$ cat config.mk
export PLATFORM = sky130hd
export DESIGN_NAME = mc_main_ctrl
export DESIGN_NICKNAME = d
export VERILOG_FILES = /design/src/rtl/mips_ctrl_pkg.sv /design/src/rtl/mc_out_decode.sv /design/src/rtl/mc_main_ctrl.sv
export SDC_FILE = /design/constraint.sdc
export NUM_CORES = 1
export LEC_CHECK = 0
export CAP_MARGIN = 20
export CORE_UTILIZATION = 39
export DETAILED_ROUTE_END_ITERATION = 10
export GPL_TIMING_DRIVEN = 0
export HOLD_SLACK_MARGIN = 0.12
export PLACE_DENSITY = 0.75
export SKIP_CTS_REPAIR_TIMING = 1
export SLEW_MARGIN = 20
export SYNTH_ARGS = -nofsm -noshare
export SYNTH_HDL_FRONTEND = slang
export SYNTH_SLANG_ARGS = --single-unit
$ cat constraint.sdc
create_clock -name clk_i -period 1.5 [get_ports clk_i]
set_input_delay 0.3 -clock clk_i [delete_from_list [all_inputs] [get_ports clk_i]]
set_output_delay 0.3 -clock clk_i [all_outputs]
set_load 0.02 [all_outputs]
$ cat src/rtl/mips_ctrl_pkg.sv
// Shared encodings for the multicycle MIPS control path.
// States, opcodes, ALU/mux select codes and the strobe bundle.
package mips_ctrl_pkg;

  typedef enum logic [3:0] {
    S_IDLE   = 4'd0,
    S_FETCH  = 4'd1,
    S_DECODE = 4'd2,
    S_MEMADR = 4'd3,
    S_MEMRD  = 4'd4,
    S_MEMWB  = 4'd5,
    S_MEMWR  = 4'd6,
    S_EXEC   = 4'd7,
    S_RWB    = 4'd8,
    S_BRANCH = 4'd9,
    S_JUMP   = 4'd10,
    S_ADDIEX = 4'd11,
    S_ADDIWB = 4'd12
  } state_t;

  localparam logic [5:0] OP_RTYPE = 6'b000000;
  localparam logic [5:0] OP_LW    = 6'b100011;
  localparam logic [5:0] OP_SW    = 6'b101011;
  localparam logic [5:0] OP_BEQ   = 6'b000100;
  localparam logic [5:0] OP_ADDI  = 6'b001000;
  localparam logic [5:0] OP_J     = 6'b000010;

  localparam logic [1:0] ALU_ADD   = 2'b00;
  localparam logic [1:0] ALU_SUB   = 2'b01;
  localparam logic [1:0] ALU_FUNCT = 2'b10;

  localparam logic [1:0] SRCB_B     = 2'b00;
  localparam logic [1:0] SRCB_4     = 2'b01;
  localparam logic [1:0] SRCB_IMM   = 2'b10;
  localparam logic [1:0] SRCB_IMMSH = 2'b11;

  localparam logic [1:0] PCS_ALU    = 2'b00;
  localparam logic [1:0] PCS_ALUOUT = 2'b01;
  localparam logic [1:0] PCS_JUMP   = 2'b10;

  typedef struct packed {
    logic       iord;
    logic       mem_read;
    logic       mem_write;
    logic       ir_write;
    logic       reg_dst;
    logic       mem_to_reg;
    logic       reg_write;
    logic       alu_src_a;
    logic [1:0] alu_src_b;
    logic [1:0] alu_op;
    logic [1:0] pc_source;
    logic       pc_write;
    logic       done;
  } ctrl_t;

  function automatic logic op_legal(input logic [5:0] op);
    return (op == OP_RTYPE) || (op == OP_LW) ||
           (op == OP_SW)    || (op == OP_BEQ) ||
           (op == OP_ADDI)  || (op == OP_J);
  endfunction

endpackage

$ cat src/rtl/mc_out_decode.sv
// Combinational state -> strobe mapping for the main controller.
// Ports: state, ready (memory handshake), zero (ALU flag) -> ctrl bundle.
import mips_ctrl_pkg::*;

module mc_out_decode (
  input  state_t state,
  input  logic   ready,
  input  logic   zero,
  output ctrl_t  ctrl
);

  always_comb begin
    ctrl = '0;
    unique case (state)
      S_FETCH: begin
        ctrl.mem_read  = 1'b1;
        ctrl.alu_src_b = SRCB_4;
        ctrl.alu_op    = ALU_ADD;
        ctrl.pc_source = PCS_ALU;
        // IR and PC only update once the fetch really completes
        ctrl.ir_write  = ready;
        ctrl.pc_write  = ready;
      end
      S_DECODE: begin
        ctrl.alu_src_b = SRCB_IMMSH;
        ctrl.alu_op    = ALU_ADD;
      end
      S_MEMADR: begin
        ctrl.alu_src_a = 1'b1;
        ctrl.alu_src_b = SRCB_IMM;
        ctrl.alu_op    = ALU_ADD;
      end
      S_MEMRD: begin
        ctrl.mem_read = 1'b1;
        ctrl.iord     = 1'b1;
      end
      S_MEMWB: begin
        ctrl.reg_write  = 1'b1;
        ctrl.mem_to_reg = 1'b1;
        ctrl.done       = 1'b1;
      end
      S_MEMWR: begin
        ctrl.mem_write = 1'b1;
        ctrl.iord      = 1'b1;
        ctrl.done      = ready;
      end
      S_EXEC: begin
        ctrl.alu_src_a = 1'b1;
        ctrl.alu_src_b = SRCB_B;
        ctrl.alu_op    = ALU_FUNCT;
      end
      S_RWB: begin
        ctrl.reg_write = 1'b1;
        ctrl.reg_dst   = 1'b1;
        ctrl.done      = 1'b1;
      end
      S_BRANCH: begin
        ctrl.alu_src_a = 1'b1;
        ctrl.alu_src_b = SRCB_B;
        ctrl.alu_op    = ALU_SUB;
        ctrl.pc_source = PCS_ALUOUT;
        ctrl.pc_write  = zero;
        ctrl.done      = 1'b1;
      end
      S_JUMP: begin
        ctrl.pc_source = PCS_JUMP;
        ctrl.pc_write  = 1'b1;
        ctrl.done      = 1'b1;
      end
      S_ADDIEX: begin
        ctrl.alu_src_a = 1'b1;
        ctrl.alu_src_b = SRCB_IMM;
        ctrl.alu_op    = ALU_ADD;
      end
      S_ADDIWB: begin
        ctrl.reg_write = 1'b1;
        ctrl.done      = 1'b1;
      end
      default: ctrl = '0;
    endcase
  end

endmodule

$ cat src/rtl/mc_main_ctrl.sv
// Multicycle MIPS main control FSM: state register, opcode latch, next state.
// Ports: clk_i, rst_i (async low), Opcode_i, Zero_i, mem_ready_i -> strobes.
import mips_ctrl_pkg::*;

module mc_main_ctrl (
  input  logic       clk_i,
  input  logic       rst_i,
  input  logic [5:0] Opcode_i,
  input  logic       Zero_i,
  input  logic       mem_ready_i,
  output logic       IorD_o,
  output logic       MemRead_o,
  output logic       MemWrite_o,
  output logic       IRWrite_o,
  output logic       RegDst_o,
  output logic       MemtoReg_o,
  output logic       RegWrite_o,
  output logic       ALUSrcA_o,
  output logic [1:0] ALUSrcB_o,
  output logic [1:0] ALU_OP_o,
  output logic [1:0] PCSource_o,
  output logic       PCWrite_o,
  output logic       illegal_o,
  output logic       instr_done_o,
  output logic [3:0] state_o
);

  state_t     state_q;
  state_t     state_d;
  logic [5:0] op_q;
  logic       illegal;
  ctrl_t      ctrl;

  always_ff @(posedge clk_i or negedge rst_i) begin
    if (!rst_i) begin
      state_q <= S_IDLE;
      op_q    <= '0;
    end else begin
      state_q <= state_d;
      if (state_q == S_DECODE)
        op_q <= Opcode_i;
    end
  end

  assign illegal = (state_q == S_DECODE) && !op_legal(Opcode_i);

  always_comb begin
    state_d = state_q;
    unique case (state_q)
      S_IDLE:   state_d = S_FETCH;
      S_FETCH:  if (mem_ready_i) state_d = S_DECODE;
      S_DECODE: begin
        unique case (Opcode_i)
          OP_RTYPE:     state_d = S_EXEC;
          OP_LW, OP_SW: state_d = S_MEMADR;
          OP_BEQ:       state_d = S_BRANCH;
          OP_ADDI:      state_d = S_ADDIEX;
          OP_J:         state_d = S_JUMP;
          default:      state_d = S_FETCH;
        endcase
      end
      // later states use the latched opcode, not the live input
      S_MEMADR: state_d = (op_q == OP_SW) ? S_MEMWR : S_MEMRD;
      S_MEMRD:  if (mem_ready_i) state_d = S_MEMWB;
      S_MEMWR:  if (mem_ready_i) state_d = S_FETCH;
      S_EXEC:   state_d = S_RWB;
      S_ADDIEX: state_d = S_ADDIWB;
      S_MEMWB, S_RWB, S_BRANCH,
      S_JUMP, S_ADDIWB: state_d = S_FETCH;
      default:  state_d = S_IDLE;
    endcase
  end

  mc_out_decode u_dec (
    .state (state_q),
    .ready (mem_ready_i),
    .zero  (Zero_i),
    .ctrl  (ctrl)
  );

  assign IorD_o       = ctrl.iord;
  assign MemRead_o    = ctrl.mem_read;
  assign MemWrite_o   = ctrl.mem_write;
  assign IRWrite_o    = ctrl.ir_write;
  assign RegDst_o     = ctrl.reg_dst;
  assign MemtoReg_o   = ctrl.mem_to_reg;
  assign RegWrite_o   = ctrl.reg_write;
  assign ALUSrcA_o    = ctrl.alu_src_a;
  assign ALUSrcB_o    = ctrl.alu_src_b;
  assign ALU_OP_o     = ctrl.alu_op;
  assign PCSource_o   = ctrl.pc_source;
  assign PCWrite_o    = ctrl.pc_write;
  assign illegal_o    = illegal;
  assign instr_done_o = ctrl.done | illegal;
  assign state_o      = state_q;

endmodule
* Word level (Yosys, flattened, before mapping)
Index checks and enable logic that the tools add are counted.
Storage, ports and cells: bits in registers 10, input port bits 10, output and inout bits 21
Operators by class: eq/ne operators 21, mux-type cells 17, bitwise operators 1, reduce and logical (&&, ||, !) cells 18
Operator list (number):
- 4-bit one-hot mux with 5 select lines | 2
- 4-bit one-hot mux with 8 select lines | 1
- 4-bit equality test, second input constant | 5
- 6-bit equality test, second input constant | 3
- 4-bit by 3-bit equality test with 1-bit output, second input constant | 4
- 4-bit two-way mux | 3
- 3-bit one-hot mux with 3 select lines | 1
- 4-bit by 2-bit equality test with 1-bit output, second input constant | 2
- 1-bit two-way mux | 8
- 2-bit OR reduction | 4
- 6-bit by 2-bit equality test with 1-bit output, second input constant | 1
- 6-bit by 3-bit equality test with 1-bit output, second input constant | 1
- 6-bit by 4-bit equality test with 1-bit output, second input constant | 1
- 6-bit logical NOT | 1
- 2-bit != test, second input constant | 3
- 6-bit OR reduction | 1
- 1-bit logical OR | 5
- 5-bit OR reduction | 1
- 4-bit by 1-bit equality test with 1-bit output, second input constant | 1
- 4-bit logical NOT | 1
- 4-bit OR reduction | 1
- 3-bit AND reduction | 1
- 3-bit OR reduction | 1
- 2-bit two-way mux | 1
- other kinds (4) | 4

* Depth between registers and ports, before layout
word-level depth 9, gate-level depth with buffers 6, depth with buffers taken out 4

* Cells and area by module
From an unflattened synthesis, not the netlist that was laid out.
Second synthesis, totals: cell total of the unflattened synthesis 94, area total of the unflattened synthesis 812.0 µm²
By module, submodules not included:
- mc_main_ctrl | instances 1, cells each 59, area an instance 616.8 µm², sequential area each 250.2 µm²
- mc_out_decode | instances 1, cells each 35, area an instance 195.2 µm², sequential area each 0.0 µm²

* Worst setup path before layout
No wires, ideal clock.
path type flip-flop to output port, start point register state_q[2], in the netlist state_o[2], end point output port IRWrite_o, arrival time 1613 ps, slack -413 ps, stages on the path, launching flop included 4, buffers on the path 2, cells stage by stage dfrtp_1 -> clkbuf_1 -> buf_2 -> nor4_1
Between the ends: word-level cells in the longest chain between the ends 2
RTL lines:
- from (decl) | line mc_main_ctrl.sv:28 | state_t state_q;
- from (signal assigned) | line mc_main_ctrl.sv:39 | state_q <= state_d;
- 4-bit by 1-bit equality test with 1-bit output | line mc_out_decode.sv:14 | unique case (state)
- 1-bit two-way mux | line mc_out_decode.sv:14
- to (decl) | line mc_main_ctrl.sv:14 | output logic IRWrite_o,
No other way between the ends.

* Worst setup path in the final report
start point register state_q[0], in the netlist state_o[0], end point output port illegal_o
Between the ends: word-level cells in the longest chain between the ends 2
RTL lines:
- 4-bit by 2-bit equality test with 1-bit output | line mc_main_ctrl.sv:45 | assign illegal = (state_q == S_DECODE) && !op_legal(Opcode_i);
- 1-bit logical AND | line mc_main_ctrl.sv:45
- to (decl) | line mc_main_ctrl.sv:23 | output logic illegal_o,
No other way between the ends.

==> summary.md <==
| Metric | Value |
|---|---|
| Met1 Routed Length | 1.34 mm |
| Crit end category | output pin |
| CP Max Fanout | 7 |
| Post-Layout Inst Area | 0.00159 mm2 |
| CTS Sinks | 10 |
| Largest net degree at the start of global routing | 11 |
| WL met3 | roughly 160 um |
| CP top delay family | buffers and inverters |
| WL final | approximately 3.0 mm |
| Final Max Slew Viols | 0 |
| H-tree depth | 1 |
| Commonest non-fill, non-tap cell in the layout | buf_4 |
| Setup Skew | roughly 0.0049 ns |
| Netlist Area Pre-Place | 836 um2 |
| Drt wl/cell | 16.2 um |
| # DRC | 0 |
| Count of flip-flops with a built-in enable after synthesis | 0 |
| Tcrit/Tclk final | 1.29 |
| Max-Cap Viols | 0 |
| CP max-delay cell | dfrtp_2 |
| Root Buffer | clkbuf_4 |
| Pwr Total | approximately 3.1 mW |
| FFs w/ async S/R, synth | 1.00 |
| Worst Slack Setup Final | -0.437 ns |
| Synth warn | 0 |
| Minimum clock period | ~1.9 ns |
| DIE AREA | roughly 0.0023 mm2 |
| Pre-CTS WS | -0.994 ns |
| Worst hold slack | roughly 0.36 ns |
| Final nets | 171 |
| Met2 wire length | 1.52 mm |
| HP Class | in2async |
| Power Dens Cells | 1950 mW/mm2 |
| Sequential fraction of the synthesis area | 0.299 |
| Crit-path cells | buf_8 > buf_4 > nor4b_4 > buf_4 > o21a_1 > buf_6 |
| Critical path launch point type | flip-flop |
| Hpwl dp | about 1.8 mm |
| GP Congestion | ~0.8 |
| Placed standard-cell area | between 0.001 and 0.0015 mm2 |
| Flops & latches, synth | 10 |
| CTS max path bufs | 2 |
| Diode count | 0 |
| Failing checks | setup timing |
| Status | finished, violations left |
| DR vias | between 1000 and 1500 |
| Static leakage | 0.788 nW |
| Top Metal Used | met4 |
| CP max stage delay | 0.41 ns |
| Vias in the first global route | 788 |
| GRT Residual Overflow | 0 |
| Crit Path Category | reg2out |
| Clock Latency Late Sink | ~0.27 ns |
| ANT nets after route | 0 |
| Worst-margin pin slew | 0.486 ns |
| Initial antenna violation count | 0 |
| Clock Pin Slew Worst Setup and Hold Paths | about 0.070 ns |
| Highest clock rate | slightly above 500 MHz |
| Syn Nets | approximately 110 |
| Worst Path Required | between 1 and 1.5 ns |
| CTS buffer count | 3 |
| Initial Util | 0.422 |
| Peak supply drop | approximately 1300 uV |
| Io pins | 31 |
| GRT Total Usage | 0.219 |
| Chip Height | 48.3 um |
| Library cells used by synthesis | 35 |
| Drt pass-1 iters | 4 |
| Main flop type after synthesis | dfrtp_1 |
| Register area | between 200 and 300 um2 |
| Layout cells sized above 1 | 0.544 |
| Buffers plus inverters on the worst setup path | 4 |
| Multi-input gate area | between 600 and 700 um2 |
| Cell mode on critical path | buf_4 |
| Rel. slew slack | 0.675 |
| Num rows | 16 |
| Fillers | 110 |
| Fin. Hold Viols | 0 |
| Placeable Area | 0.00198 mm2 |
| WP data arrival | about 1.6 ns |
| Area Overhead vs Synth | 90.3% |
| Port Buffers | 30 |
| Final setup viols | 26 |
| Post-Route Utilization | 0.802 |
| Most frequent cells in the layout | 31 x buf_4, 12 x buf_6, 12 x nor2_1 |
| Die Wd | between 40 and 50 um |
| Starting DRT DRC Count | 17 |
| Post-Synthesis Cells | about 100 |
| Syn Area/Cell | approximately 8.0 um2 |
| RSZ-0062 raised after global routing | yes |
| Via-to-Cell Ratio | 5.64 |
| First-pass GRT wire length | roughly 3.5 mm |
| CTS tree | yes |
==> metal layers <==
layer  vias up  GRT usage
met5         -          0
met1       518      0.302
li1        487          -
met2        48      0.341
met3         2     0.0667
met4         0     0.0389
==> Yosys cell counts (all sizes together), types with 2 or more instances <==
cell type,n,share of area
nor2,20,0.090
dfrtp,10,0.30
a21oi,6,0.036
mux2,6,0.081
buf,5,0.036
inv,5,0.022
nand2,5,0.022
nand2b,5,0.037
o21ai,5,0.030
clkbuf,4,0.018
nor3,4,0.024
nor4,3,0.022
o21a,3,0.027
a211o,2,0.021
a22oi,2,0.018
nor3b,2,0.024
o22ai,2,0.015
==> worst paths after layout <==
path	slack [ns]	cells after the start	from	to
setup / recovery	-0.44	6	state_o[0]$_DFFE_PN0P_	illegal_o
hold / removal	0.36	1	rst_i	state_o[3]$_DFFE_PN0P_
setup reg to reg	-0.27	7	state_o[0]$_DFFE_PN0P_	op_q[0]$_DFFE_PN0P_
hold reg to reg	0.51	1	op_q[2]$_DFFE_PN0P_	op_q[2]$_DFFE_PN0P_
max in group asynchronous	0.79	1	rst_i	state_o[0]$_DFFE_PN0P_
min in group clk_i	0.43	2	Opcode_i[0]	op_q[0]$_DFFE_PN0P_
==> flip-flops by register name, indices dropped and copies added (netlist names) <==
register  flops
state_o       4
op_q          6
==> stage by stage <==
step | setup TNS, ns | instances
floorplan | -0.691 | 104
global placement | -9.19 | 161
detailed placement | -9.49 | 161
CTS | -13.71 | 165
global route | -6.95 | 187
finish | -5.60 | 187
==> power breakdown <==
part	internal (mW)	switching [mW]	total [mW]	leakage (nW)
combinational	1.24	1.18	2.42	0.654
clock	0.103	0.0920	0.195	0.0150
sequential	0.401	0.0861	0.487	0.119
==> cells by family after synthesis <==
kind of cell,share of synthesized area
AOI/OAI and AO/OA,0.240
xor gates and xnor gates,0.0210
buffers and inverters,0.0763
DFF,0.299
muxes,0.0808
and+or+nand+nor,0.283
==> area by class of cell <==
class | count | share of cell area
clock buffer | 4 | 0.0165
multi-input combinational | 80 | 0.410
sequential | 10 | 0.160
tap | 27 | 0.0212
timing repair buffer | 53 | 0.319
buffer | 8 | 0.0614
inverter | 5 | 0.0118
No activity file was read; power rests on OpenSTA's default activity.
